### src/rtl/tss_sad_cmp.sv
// SAD accumulate and minimum-select stage for the three-step motion estimator.
// Optional build macro: MV_ZERO_BIAS_EN (credits ZBIAS to the zero-offset candidate).
module tss_sad_cmp #(
  parameter int blocksize = 8,
  parameter int PW        = 8,
  parameter int NP        = 6,
  parameter int N         = 12,
  parameter int ZBIAS     = 16
) (
  input  logic                    clk,
  input  logic                    rst,
  input  logic                    in_valid,
  output logic                    in_ready,
  input  logic [blocksize*PW-1:0] cur_row,
  input  logic [blocksize*PW-1:0] ref_row,
  input  logic signed [N-1:0]     cand_dx,
  input  logic signed [N-1:0]     cand_dy,
  output logic                    out_valid,
  input  logic                    out_ready,
  output logic signed [N-1:0]     best_dx,
  output logic signed [N-1:0]     best_dy,
  output logic [PW+NP-1:0]        best_sad,
  output logic [3:0]              best_idx
);

  localparam int RW  = PW + 3;
  localparam int SW  = PW + NP;
  localparam int RCW = (blocksize > 1) ? $clog2(blocksize) : 1;

  typedef enum logic [1:0] {
    ACCUM = 2'd0,
    DRAIN = 2'd1,
    DONE  = 2'd2
  } state_t;

  state_t                state_q, state_d;
  logic [RCW-1:0]        row_cnt_q, row_cnt_d;
  logic [3:0]            cand_cnt_q, cand_cnt_d;
  logic [3:0]            cand_idx_q, cand_idx_d;
  logic signed [N-1:0]   cand_dx_q, cand_dx_d;
  logic signed [N-1:0]   cand_dy_q, cand_dy_d;
  logic [RW-1:0]         row_sad_q, row_sad_d;
  logic                  last_q, last_d;
  logic [SW-1:0]         acc_q, acc_d;
  logic [SW-1:0]         min_sad_q, min_sad_d;
  logic signed [N-1:0]   best_dx_q, best_dx_d;
  logic signed [N-1:0]   best_dy_q, best_dy_d;
  logic [3:0]            best_idx_q, best_idx_d;

  logic [RW-1:0]         row_sum_s;
  logic [PW-1:0]         cur_px_s, ref_px_s, diff_s;
  logic [SW-1:0]         total_s, cmp_s;
  logic                  hs_s;

  assign in_ready  = (state_q == ACCUM);
  assign out_valid = (state_q == DONE);
  assign best_dx   = best_dx_q;
  assign best_dy   = best_dy_q;
  assign best_sad  = min_sad_q;
  assign best_idx  = best_idx_q;
  assign hs_s      = in_valid & in_ready;

  // Row SAD: sum of per-pixel absolute differences.
  always_comb begin
    row_sum_s = '0;
    cur_px_s  = '0;
    ref_px_s  = '0;
    diff_s    = '0;
    for (int i = 0; i < blocksize; i++) begin
      cur_px_s = cur_row[i*PW +: PW];
      ref_px_s = ref_row[i*PW +: PW];
      if (cur_px_s >= ref_px_s) begin
        diff_s = cur_px_s - ref_px_s;
      end else begin
        diff_s = ref_px_s - cur_px_s;
      end
      row_sum_s = row_sum_s + RW'(diff_s);
    end
  end

  // Candidate total and the value it competes with (optionally zero-biased).
  always_comb begin
    total_s = acc_q + SW'(row_sad_q);
    cmp_s   = total_s;
`ifdef MV_ZERO_BIAS_EN
    if ((cand_dx_q == '0) && (cand_dy_q == '0)) begin
      if (total_s > SW'(ZBIAS)) begin
        cmp_s = total_s - SW'(ZBIAS);
      end else begin
        cmp_s = '0;
      end
    end else begin
      cmp_s = total_s;
    end
`endif
  end

  // Next-state: counters, accumulation, minimum tracking and FSM.
  always_comb begin
    state_d    = state_q;
    row_cnt_d  = row_cnt_q;
    cand_cnt_d = cand_cnt_q;
    cand_idx_d = cand_idx_q;
    cand_dx_d  = cand_dx_q;
    cand_dy_d  = cand_dy_q;
    row_sad_d  = '0;
    last_d     = 1'b0;
    min_sad_d  = min_sad_q;
    best_dx_d  = best_dx_q;
    best_dy_d  = best_dy_q;
    best_idx_d = best_idx_q;
    // row_sad_q is zero on bubble cycles, so accumulating it then is harmless
    acc_d      = last_q ? '0 : total_s;

    if (last_q && (cmp_s < min_sad_q)) begin
      min_sad_d  = cmp_s;
      best_dx_d  = cand_dx_q;
      best_dy_d  = cand_dy_q;
      best_idx_d = cand_idx_q;
    end else begin
      min_sad_d  = min_sad_q;
    end

    if (hs_s) begin
      row_sad_d = row_sum_s;
      if (row_cnt_q == '0) begin
        cand_dx_d  = cand_dx;
        cand_dy_d  = cand_dy;
        cand_idx_d = cand_cnt_q;
      end else begin
        cand_idx_d = cand_idx_q;
      end
      if (row_cnt_q == RCW'(blocksize - 1)) begin
        row_cnt_d = '0;
        last_d    = 1'b1;
        if (cand_cnt_q == 4'd8) begin
          cand_cnt_d = 4'd0;
          state_d    = DRAIN;
        end else begin
          cand_cnt_d = cand_cnt_q + 4'd1;
        end
      end else begin
        row_cnt_d = row_cnt_q + RCW'(1);
      end
    end else begin
      row_sad_d = '0;
    end

    case (state_q)
      ACCUM: begin
      end
      DRAIN: begin
        state_d = DONE;
      end
      DONE: begin
        if (out_ready) begin
          state_d   = ACCUM;
          min_sad_d = '1;
        end else begin
          state_d   = DONE;
        end
      end
      default: begin
        state_d = ACCUM;
      end
    endcase
  end

  // State registers with synchronous reset.
  always_ff @(posedge clk) begin
    if (rst) begin
      state_q    <= ACCUM;
      row_cnt_q  <= '0;
      cand_cnt_q <= 4'd0;
      cand_idx_q <= 4'd0;
      cand_dx_q  <= '0;
      cand_dy_q  <= '0;
      row_sad_q  <= '0;
      last_q     <= 1'b0;
      acc_q      <= '0;
      min_sad_q  <= '1;
      best_dx_q  <= '0;
      best_dy_q  <= '0;
      best_idx_q <= 4'd0;
    end else begin
      state_q    <= state_d;
      row_cnt_q  <= row_cnt_d;
      cand_cnt_q <= cand_cnt_d;
      cand_idx_q <= cand_idx_d;
      cand_dx_q  <= cand_dx_d;
      cand_dy_q  <= cand_dy_d;
      row_sad_q  <= row_sad_d;
      last_q     <= last_d;
      acc_q      <= acc_d;
      min_sad_q  <= min_sad_d;
      best_dx_q  <= best_dx_d;
      best_dy_q  <= best_dy_d;
      best_idx_q <= best_idx_d;
    end
  end

endmodule

### config.mk
export PLATFORM = sky130hd
export DESIGN_NAME = tss_sad_cmp
export DESIGN_NICKNAME = d
export VERILOG_FILES = /design/src/rtl/tss_sad_cmp.sv
export SDC_FILE = /design/constraint.sdc
export NUM_CORES = 1
export LEC_CHECK = 0
export CORE_ASPECT_RATIO = 1.25
export CORE_MARGIN = 2
export CORE_UTILIZATION = 50
export CTS_CLUSTER_DIAMETER = 30
export DETAILED_ROUTE_END_ITERATION = 10
export PLACE_DENSITY = 0.81
export REMOVE_ABC_BUFFERS = 1
export SYNTH_ARGS = -nofsm -noshare
export SYNTH_HDL_FRONTEND = slang
export SYNTH_SLANG_ARGS = --single-unit
### constraint.sdc
create_clock -name clk -period 6.2 [get_ports clk]
set_clock_uncertainty 0.2 [all_clocks]
set_input_delay 0.62 -clock clk [delete_from_list [all_inputs] [get_ports clk]]
set_output_delay 0.62 -clock clk [all_outputs]
set_load 0.005 [all_outputs]
## Word level (Yosys, flattened, before mapping)

Cells that the tools add are included.

| cells by class | value |
|---|---|
| add/subtract/negate cells | 26 |
| equality and inequality tests | 7 |
| $lt $le $gt $ge | 9 |
| reductions and logical operators | 8 |
| mux-type cells | 19 |
| bitwise gates (word level) | 2 |

Operators by type and width:

| operator | count |
|---|---|
| $sub 8x8->8 | 16 |
| $ge 8x8->1 | 8 |
| $mux 8 | 8 |
| $add 11x8->11 | 4 |
| $mux 14 | 3 |
| $add 14x11->14 | 1 |
| $lt 14x14->1 | 1 |
| $add 10x8->11 | 1 |
| $add 9x8->10 | 1 |
| $add 8x8->9 | 1 |
| $mux 2 | 4 |
| $ne 2x1->1 const B | 3 |
| $pmux 2 s3 | 1 |
| $add 4x1->4 const B | 1 |
| $eq 4x4->1 const B | 1 |
| $mux 4 | 1 |
| $reduce_and 2->1 | 2 |
| $reduce_or 2->1 | 2 |
| $add 3x1->3 const B | 1 |
| $eq 3x3->1 const B | 1 |
| $logic_not 3->1 | 1 |
| $mux 3 | 1 |
| $reduce_and 3->1 | 1 |
| $eq 2x1->1 const B | 1 |
| 6 further kinds | 6 |

| word-level totals | value |
|---|---|
| register bits | 105 |
| logic and storage cells | 84 |
| output and inout port bits | 44 |
| bits of input ports | 156 |

## Logic depth before layout (Yosys ltp)

Gate-level depths: netlist (run 1).

| logic depth | value |
|---|---|
| depth in word-level cells | 9 |
| depth in mapped cells | 26 |

## Worst setup path before layout (run 1)

OpenSTA, ideal clock, no wires.

| timing path | value |
|---|---|
| path type | input to register |
| start point | input cur_row[16] |
| end point | register row_sad_q[10] |
| stages on the path | 26 |
| library setup time | 120 ps |
| slack | -264 ps |
| required time | 5880 ps |
| arrival time | 6144 ps |
| cells stage by stage | inv_1 -> ha_1 -> inv_1 -> fa_1 -> a21o_1 -> a21oi_4 -> a311oi_2 -> o31ai_4 -> mux2i_1 -> xor2_1 -> fa_1 -> inv_1 -> fa_1 -> fa_1 -> inv_1 -> fa_1 -> inv_1 -> ha_1 -> fa_1 -> a21o_1 -> a21oi_1 -> nor2b_1 -> o21ai_0 -> nand2b_1 -> a211oi_1 -> nor2_1 |

| on the way | value |
|---|---|
| cells in the longest elaborated chain, start to end | 8 |
| elaborated cells between the ends (all ways) | 10 |
| those cells by class | add/sub: 8; order compare: 1; mux: 1 |

RTL lines:

| what | line | source |
|---|---|---|
| start, declared | 14 | `input logic [blocksize*PW-1:0] cur_row,` |
| $sub 8x8->8 (tied with other cells) | 75 | `diff_s = ref_px_s - cur_px_s;` |
| $mux 8 * | 72 | `if (cur_px_s >= ref_px_s) begin` |
| $add 9x8->10 * | 77 | `row_sum_s = row_sum_s + RW'(diff_s);` |
| $add 10x8->11 * | 77 |  |
| $add 11x8->11 * (4 in series) | 77 |  |
| end signal, assigned | 192 | `row_sad_q <= row_sad_d;` |
| end, declared | 42 | `logic [RW-1:0] row_sad_q, row_sad_d;` |

Mark *: on every way between the ends. The rest lies on a longest branch, timed or not.
A chain may end at the register's enable or synchronous reset.

## Worst setup path after layout (run 1)

| timing path | value |
|---|---|
| start point | input ref_row[63] |
| end point | register row_sad_q[9] |

| on the way | value |
|---|---|
| cells in the longest elaborated chain, start to end | 3 |
| elaborated cells between the ends (all ways) | 5 |
| those cells by class | add/sub: 3; order compare: 1; mux: 1 |

RTL lines:

| what | line | source |
|---|---|---|
| start, declared | 15 | `input logic [blocksize*PW-1:0] ref_row,` |
| $sub 8x8->8 (tied with other cells) | 75 |  |
| $mux 8 * | 72 |  |
| $add 11x8->11 * | 77 |  |

Marks and branches as above.

==> metrics.cfg, run 1 <==
[global_route]
antenna_found_initial = 0
grt_pass1_vias = 11564
overflow = 0
grt_usage = 0.260
grt_pass1_wl_mm = 52.5
grt_max_degree = 72

[detailed_routing]
num_vias = 11076
drt_wl_total_mm = 32.4
drt_first_pass_iters = 7
viasPerCell = 5.34
remaining_drc_errors = 0
route.detailed.wl_per_inst_um = 15.6
drt.antenna.violating_nets = 0
first_iter_violations = 615

[setup_path]
worstSetupEndpointType = flop
reg2regPathDepth = 18
worst_setup_path_start_kind = primary input
r2r-start = row_sad_q[0]
crit_required_ns = 6.23
path_class = in -> reg
crit_path_max_fanout = 6
reg2reg_to = best_sad[0]
r2r_setup_slack_ns = 1.41
cp.arrival_ns = 6.35

[place]
place.gp.congestion = 0.924
port_buffers = 199
dp.cells = 2031
dpl.hpwl_mm = 24.9

[timing]
setup_viol = 3
period_share = 1.02
min_period_ns = 6.31
worst_slack_ns = -0.111
hold_violations = 0
slew_viol_final = 0
relSlewSlack = 0.201
rsz0062_at_grt = true
fmax_mhz = 158
tightest_slew_ns = 1.20

[cts]
cts_hold_buf = 0
htreeDepth = 3
clk-insertion-delay-late_ns = 0.35
numClockSinks = 105
cts_buffers = 9
cts-root-buf = clkbuf_16
cts_tree = done
path_clk_slew_ns = 0.07
clock_path_buffers = 2

[layout]
fillers = 1608
n_antenna_cell = 0
drive_above_1_share = 0.242
nNetsFinal = 2166
syn_to_final_growth_pct = 43.3
stdcell_count = 2074

[power_and_ir_drop]
power.density_mw_per_mm2 = 495
pwr-share-comb = 0.837
netSwitchingFraction = 0.419
ir_worst_vdd_v = 0.00119
pwr-share-seq = 0.095
switchingPower_mw = 3.40
power.internal_mw = 4.70
totalPowerFinal_mw = 8.09
p_leak_nw = 8.42
clkPwrFrac = 0.068

[synth]
synth_area_leader_cell = dfxtp_1
synth_top_area_share = 0.184
yosys-top-cells-area = dfxtp_1 18%, ha_1 18%, fa_1 11%
syn_area_per_cell_um2 = 8.33
syn-instance-count = 1368
async_flop_share = 0
yosys.cell_types.count = 67
ys_seq_area_frac = 0.184
synth_edf_count = 0
synth_flop_cell = dfxtp_1
netlist_top_cells_count = 256 x inv_1, 160 x ha_1, 115 x nand2_1, 109 x a21oi_1, 105 x dfxtp_1
synth_seq_cells = 105
syn_area_mm2 = 0.0114
synth_warnings = 0
synth.most_common_cell = inv_1

[worst_hold_path]
hold_end = cand_idx_q[2]
holdPathStages = 2
hold_path.class = reg -> reg
hold_start = cand_idx_q[2]

[die]
start_util = 0.511
die_w_um = 139
core_mm2 = 0.0223
rows = 61
ios = 200
dieArea_mm2 = 0.0240
die_y_um = 173

[run_status]
failed_checks = negative setup slack
status = complete, but fails checks

[flow_run]
max_cap_violations = 0

==> repair_timing <==
action | in CTS | in global routing
gates cloned | 0 | 0
endpoints found under the setup margin | 6 | 5
pin swaps | 100 | 51
setup buffers | 22 | 6
resized for setup | 167 | 51
==> sequential cells by signal, summed over array words and instances (netlist names) <==
name,flops
state_q,2
best_dx,12
best_idx,4
row_cnt_q,3
row_sad_q,11
acc_q,14
cand_dx_q,12
best_dy,12
last_q,1
cand_idx_q,4
best_sad,14
cand_dy_q,12
cand_cnt_q,4
==> worst max-delay path by stage <==
stage	slack [ns]	cells after the start	startpoint	end
2_1_floorplan	-0.30	25	cur_row[56]	row_sad_q[9]
3_3_place_gp	-0.83	27	cur_row[24]	row_sad_q[10]
3_5_place_dp	-1.04	27	cur_row[16]	row_sad_q[10]
4_1_cts	0.00008	27	cur_row[58]	row_sad_q[9]
5_1_grt	-0.36	26	ref_row[63]	row_sad_q[9]
6_report	-0.11	26	ref_row[63]	row_sad_q[9]
==> power by group through the flow <==
stage                     clock, mW  sequential, mW  combinational [mW]
after floorplan                   0           0.779                3.48
after global routing          0.579           0.778                7.59
after CTS                     0.556           0.772                6.37
after global placement            0           0.784                4.98
final                         0.549           0.772                6.77
after detailed placement          0           0.787                5.18
==> cells by family (layout without fill, tap and decap cells) <==
logic type                 Yosys count  after routing  share of synthesized area
AOI/OAI and AO/OA                  310            310                      0.189
buffers and inverters              298            721                      0.103
and+or+nand+nor                    287            287                      0.112
adders and majority gates          224            224                      0.288
DFF                                105            105                      0.184
muxes                               83             83                     0.0762
xor gates and xnor gates            61             61                     0.0469
==> placed cells by master, fill, tap and decap left out, types with 29 or more instances in the layout <==
cell and n:
a21oi_1 102, dfxtp_1 105, buf_4 243, nor2_1 85, nand2_1 115, o21ai_0 32
ha_1 127, inv_1 223, fa_1 55, xnor2_1 34, mux2i_1 60, inv_2 32
ha_4 29, clkdlybuf4s50_1 151, dlygate4sd2_1 29, a21o_1 44
==> through the flow <==
| stage | util | setup TNS [ns] | setup WS (ns) | cell area, µm² | hold slack (ns) |
|---|---|---|---|---|---|
| 4_1_cts | 0.722 | 0 | 0.0000795 | 16100 | 0.256 |
| 3_5_place_dp | 0.682 | -5.30 | -1.04 | 15200 | 0.247 |
| 5_1_grt | 0.733 | -1.27 | -0.357 | 16300 | 0.274 |
| 6_report | 0.733 | -0.186 | -0.111 | 16300 | 0.255 |
| 3_3_place_gp | 0.682 | -4.03 | -0.828 | 15200 | 0.241 |
| 2_1_floorplan | - | -0.711 | -0.296 | 11200 | 0.230 |
==> routing by layer <==
metal | vias up | wire length, µm | GRT usage
met5 | - | 0 | 0
met1 | 5217 | 12300 | 0.274
met2 | 362 | 17300 | 0.504
met4 | 0 | 1650 | 0.128
li1 | 5366 | - | -
met3 | 131 | 1160 | 0.0305
==> final cells by class <==
cell class                      instances  area [µm²]  share of cell area
Tap cell                              283         354              0.0217
Multi-Input combinational cell        965        8780               0.537
Clock inverter                          4        35.0             0.00214
Inverter                              256         963              0.0590
Timing Repair Buffer                  449        3850               0.236
Clock buffer                           12         256              0.0157
Sequential cell                       105        2100               0.129
==> worst max-delay path, cell delays in order <==
cell             delay (ns)
clkdlybuf4s50_1        0.47
inv_2                  0.05
ha_4                   0.27
nand4_1                0.15
a31oi_2                0.21
nor2_1                 0.08
buf_4                  0.15
buf_12                 0.13
mux2i_1                0.12
o21ai_1                0.16
nand2_1                0.11
a31oi_4                0.23
fa_2                   0.51
fa_1                   0.50
fa_1                   0.49
inv_1                  0.05
fa_1                   0.52
inv_2                  0.06
ha_4                   0.22
a21o_1                 0.19
a21oi_2                0.17
nor2b_2                0.06
o21a_1                 0.20
o41a_1                 0.38
xnor2_1                0.15
nor2_1                 0.07
Power figures use the tool's default switching activity.
==> run 2, diff against run 1 <==
--- a/config.mk
+++ b/config.mk
@@ -6,11 +6,11 @@
 export NUM_CORES = 1
 export LEC_CHECK = 0
 export CORE_ASPECT_RATIO = 1.25
-export CORE_MARGIN = 2
-export CORE_UTILIZATION = 50
+export CORE_MARGIN = 10
+export CORE_UTILIZATION = 55
 export CTS_CLUSTER_DIAMETER = 30
 export DETAILED_ROUTE_END_ITERATION = 10
-export PLACE_DENSITY = 0.81
+export PLACE_DENSITY = 0.83
 export REMOVE_ABC_BUFFERS = 1
 export SYNTH_ARGS = -nofsm -noshare
 export SYNTH_HDL_FRONTEND = slang
==> constraint.sdc (replaced) <==
create_clock -name clk -period 8.15 [get_ports clk]
set_clock_uncertainty 0.2 [all_clocks]
set_input_delay 0.815 -clock clk [delete_from_list [all_inputs] [get_ports clk]]
set_output_delay 0.815 -clock clk [all_outputs]
set_load 0.005 [all_outputs]
==> run 2 against run 1 <==
The flow now finishes without violations. Critical path type unchanged. Critical path depth up 1. Die area up 12%. Cell area down 15%. Power down 45%.
==> metrics.cfg, run 2 (synthesized netlist as in run 1, its figures left out) <==
[cts]
postCtsResizedCells = 0
clk-insertion-delay-late_ns = 0.34
cts_buffers = 9
cts-root-buf = clkbuf_16
numClockSinks = 105
clock_path_buffers = 2
cts_hold_buf = 0
postCtsSetupBuffers = 0
cts_tree = done
htreeDepth = 3
path_clk_slew_ns = 0.07

[timing]
setup_viol = 0
fmax_mhz = 137
slew_viol_final = 0
min_period_ns = 7.31
tightest_slew_ns = 0.691
setup-tns-final_ns = 0
hold_violations = 0
period_share = 0.897
rsz0062_at_grt = false
relSlewSlack = 0.539

[worst_hold_path]
hold_path.class = reg -> reg
hold_start = cand_idx_q[3]

[layout]
fillers = 1643
final_cell_mix = 256 x inv_1, 198 x clkdlybuf4s50_1, 160 x ha_1, 115 x nand2_1, 109 x a21oi_1
syn_to_final_growth_pct = 21.7
stdcell_area_mm2 = 0.0139
multi_input_area_mm2 = 0.00812
drive_above_1_share = 0.0484
layout_commonest_cell = inv_1
n_antenna_cell = 0
regArea_mm2 = 0.00210
nNetsFinal = 1923

[global_route]
top_usage_layer = met2
use_met2 = 0.398
grt_usage = 0.208
grtUsageMet1 = 0.229
overflow = 0
antenna_found_initial = 0
grt_pass1_vias = 10011
met3_usage = 0.0300
grt_max_degree = 72
grt_pass1_wl_mm = 47.4

[detailed_routing]
drt_first_pass_iters = 5
viasPerCell = 5.40
num_vias = 9824
route.detailed.wl_per_inst_um = 15.7
first_iter_violations = 534
drt_wl_total_mm = 28.5
drt.antenna.violating_nets = 0
remaining_drc_errors = 0

[setup_path]
worst_setup_path_start_kind = primary input
crit_top_cell = fa_1
crit_path_max_fanout = 8
crit_required_ns = 8.18
max_stage_delay_ns = 0.55
cp_slowest_cell = fa_1
crit_path_start = cur_row[24]
r2r-start = row_sad_q[0]
path_class = in -> reg
r2r_setup_slack_ns = 3.61
worstSetupEndpointType = flop
cp.arrival_ns = 7.34

[power_and_ir_drop]
p_leak_nw = 7.10
totalPowerFinal_mw = 4.46
ir_worst_vdd_v = 0.000688
power.density_mw_per_mm2 = 321

[die]
core_mm2 = 0.0202
ios = 200
start_util = 0.563
die_w_um = 149
rows = 58
dieArea_mm2 = 0.0269
die_y_um = 181

[flow_run]
max_cap_violations = 0

[place]
place.gp.congestion = 0.883
port_buffers = 199
post_dp_cell_area_mm2 = 0.0136
dpl.hpwl_mm = 24.0

[run_status]
status = completed

==> run 2: cell count changes in the layout (fill, tap and decap cells not counted), sizes merged <==
cell and change:
buf -251, clkdlybuf4s15 -1, clkbuf -2, dlygate4sd2 -29, clkdlybuf4s50 +47, dlymetal6s2s -8
bufinv +1
==> run 2: worst max-delay path, delay by kind of cell <==
family / cells / cell delay [ns]
fa+ha+maj: 8 / 3.19
compound gates: 8 / 1.79
buf+inv: 6 / 0.75
mux: 1 / 0.28
xor+xnor: 1 / 0.26
simple gates: 3 / 0.25
==> run 2: cell type report <==
type | instances | share of cell area
multi-input combinational | 965 | 0.585
sequential | 105 | 0.152
timing repair buffer | 206 | 0.147
inverter | 256 | 0.0693
tap | 270 | 0.0244
clock buffer | 11 | 0.0182
clock inverter | 5 | 0.00442
==> run 2: worst paths after layout <==
check	to	cells past startpoint
min reg2reg	cand_idx_q[3]	2
min	cand_idx_q[3]	2
max	row_sad_q[10]	27
max reg2reg	best_dy[9]	18
==> run 2: layer usage <==
metal	vias to the layer above	wire length (µm)	share of wire
met3	40	1380	0.049
li1	4898	-	-
met1	4650	11200	0.39
met2	236	15300	0.54
met4	0	694	0.024
met5	-	0	0
==> run 2: through the flow <==
stage | std cells | util | setup WS [ns] | hold slack, ns
2_1_floorplan | 1326 | - | 1.46 | 0.230
3_3_place_gp | 1802 | 0.670 | 0.706 | 0.241
3_5_place_dp | 1802 | 0.670 | 0.481 | 0.246
4_1_cts | 1818 | 0.685 | 0.855 | 0.255
5_1_grt | 1818 | 0.685 | 0.461 | 0.275
6_report | 1818 | 0.685 | 0.839 | 0.253
==> run 2: power breakdown <==
part           switching [mW]  internal, mW  total, mW
sequential             0.0176         0.570      0.587
clock                   0.187         0.257      0.444
combinational            1.85          1.57       3.42
total                    2.06          2.40       4.46
==> run 3, diff against run 2 <==
--- a/config.mk
+++ b/config.mk
@@ -15,3 +15,4 @@
 export SYNTH_ARGS = -nofsm -noshare
 export SYNTH_HDL_FRONTEND = slang
 export SYNTH_SLANG_ARGS = --single-unit
+export TNS_END_PERCENT = 50
==> constraint.sdc (replaced) <==
create_clock -name clk -period 9.1 [get_ports clk]
set_clock_uncertainty 0.2 [all_clocks]
set_input_delay 0.91 -clock clk [delete_from_list [all_inputs] [get_ports clk]]
set_output_delay 0.91 -clock clk [all_outputs]
set_load 0.005 [all_outputs]
==> run 3 against run 2 <==
Register-to-register slack improved by 0.97 ns. Die area unchanged. First-iteration DRC count is 27% lower. Cell area down 0.36%. Worst hold slack better by 0.0018 ns. Sequential share of layout area rose by 0.055 points. Power decreased by 13%. Non-clock buffer count shrank 2. Routed wire length shrank 2.0%. Flip-flop and latch count did not move. Critical path depth unchanged. Critical endpoint unchanged. Largest power group unchanged.
==> metrics.cfg, run 3 (synthesized netlist as in run 1, its figures left out) <==
[setup_path]
crit_path_max_fanout = 8
cp_slowest_cell = fa_1
max_stage_delay_ns = 0.55
cp.arrival_ns = 7.41
worstSetupEndpointType = flop
path_buf_inv = 6
crit_family = adder cells
worst_setup_path_start_kind = primary input
crit_required_ns = 9.13
path_class = in -> reg
crit_top_cell = fa_1

[layout]
multi_input_area_mm2 = 0.00812
regArea_mm2 = 0.00210
n_antenna_cell = 0
drive_above_1_share = 0.0466
final_cell_mix = 256 x inv_1, 198 x clkdlybuf4s50_1, 160 x ha_1, 115 x nand2_1, 109 x a21oi_1
postLayoutCoreUtil = 0.683
layout_commonest_cell = inv_1
nNetsFinal = 1921
syn_to_final_growth_pct = 21.3
fillers = 1668

[global_route]
grt_pass1_wl_mm = 46.7
antenna_found_initial = 0
grt_max_degree = 72
overflow = 0
grt_usage = 0.205
grt_pass1_vias = 10087

[timing]
tightest_slew_ns = 0.949
hold_violations = 0
min_period_ns = 7.38
period_share = 0.811
fmax_mhz = 135
setup_viol = 0
relSlewSlack = 0.365
slew_viol_final = 0
setup-tns-final_ns = 0
rsz0062_at_grt = false

[cts]
cts-root-buf = clkbuf_16
cts_buffers = 9
clk-insertion-delay-late_ns = 0.35
postCtsSetupBuffers = 0
cts_tree = done
clock_path_buffers = 2
path_clk_slew_ns = 0.07
postCtsResizedCells = 0
cts_hold_buf = 0
numClockSinks = 105
htreeDepth = 3

[power_and_ir_drop]
totalPowerFinal_mw = 3.88
power.density_mw_per_mm2 = 281
p_leak_nw = 7.07
ir_worst_vdd_v = 0.000575

[detailed_routing]
num_vias = 9716
drt_first_pass_iters = 5
drt_wl_total_mm = 27.9
viasPerCell = 5.35
route.detailed.wl_per_inst_um = 15.4
remaining_drc_errors = 0
first_iter_violations = 388
drt.antenna.violating_nets = 0

[die]
dieArea_mm2 = 0.0269
rows = 58
die_y_um = 181
start_util = 0.563
core_mm2 = 0.0202
die_w_um = 149
ios = 200

[worst_hold_path]
hold_path.class = reg -> reg

[run_status]
status = completed

[place]
port_buffers = 199
dpl.hpwl_mm = 23.7
place.gp.congestion = 0.897

[flow_run]
max_cap_violations = 0

[run 3: cell types whose count changed in the layout (fill, tap and decap cells not counted)]
cell	before	now
clkbuf_1	0	1
bufinv_16	1	0
buf_4	7	5
inv_8	0	1
clkbuf_8	2	0
clkinvlp_4	0	1
[run 3: area by class of cell]
cell class	count	area share
clock inverter	6	0.00362
timing repair buffer	204	0.146
clock buffer	10	0.0166
multi-input combinational	965	0.587
sequential	105	0.152
tap	270	0.0244
inverter	256	0.0695
[run 3: layer usage]
layer | up-vias | global-route usage | wire length (µm)
li1 | 4893 | - | -
met1 | 4533 | 0.216 | 10700
met2 | 229 | 0.385 | 14600
met3 | 61 | 0.0378 | 1500
met4 | 0 | 0.0838 | 1110
met5 | - | 0 | 0
[run 3: stage by stage]
| stage | std cells | area (µm²) | hold WS [ns] | setup slack [ns] |
|---|---|---|---|---|
| 6_report | 1816 | 13800 | 0.255 | 1.72 |
| 5_1_grt | 1816 | 13800 | 0.281 | 1.30 |
| 4_1_cts | 1816 | 13800 | 0.255 | 1.69 |
| 3_5_place_dp | 1800 | 13500 | 0.247 | 1.34 |
| 3_3_place_gp | 1800 | 13500 | 0.241 | 1.53 |
| 2_1_floorplan | 1326 | 11200 | 0.230 | 2.31 |
[run 3: report_power, final]
group | total, mW | switching, mW | internal (mW)
sequential | 0.525 | 0.0151 | 0.510
combinational | 2.99 | 1.60 | 1.39
clock | 0.364 | 0.174 | 0.190
total | 3.88 | 1.79 | 2.09
[run 3: worst register-to-register path: cells and delay by family, from the launching register on]
family          cells  cell delay [ns]
simple gates        5             0.47
fa+ha+maj           3             0.92
xor+xnor            1             0.26
buf+inv             2             0.64
mux                 1             0.32
compound gates      6             1.28
flops               1             0.31
[run 3: final timing paths]
check | startpoint | endpoint | slack, ns | cells after the start
setup / recovery | cur_row[16] | row_sad_q[10] | 1.72 | 27
hold / removal | cand_dy_q[5] | cand_dy_q[5] | 0.26 | 2
setup reg to reg | row_sad_q[0] | best_dx[10] | 4.58 | 18
hold reg to reg | cand_dy_q[5] | cand_dy_q[5] | 0.26 | 2
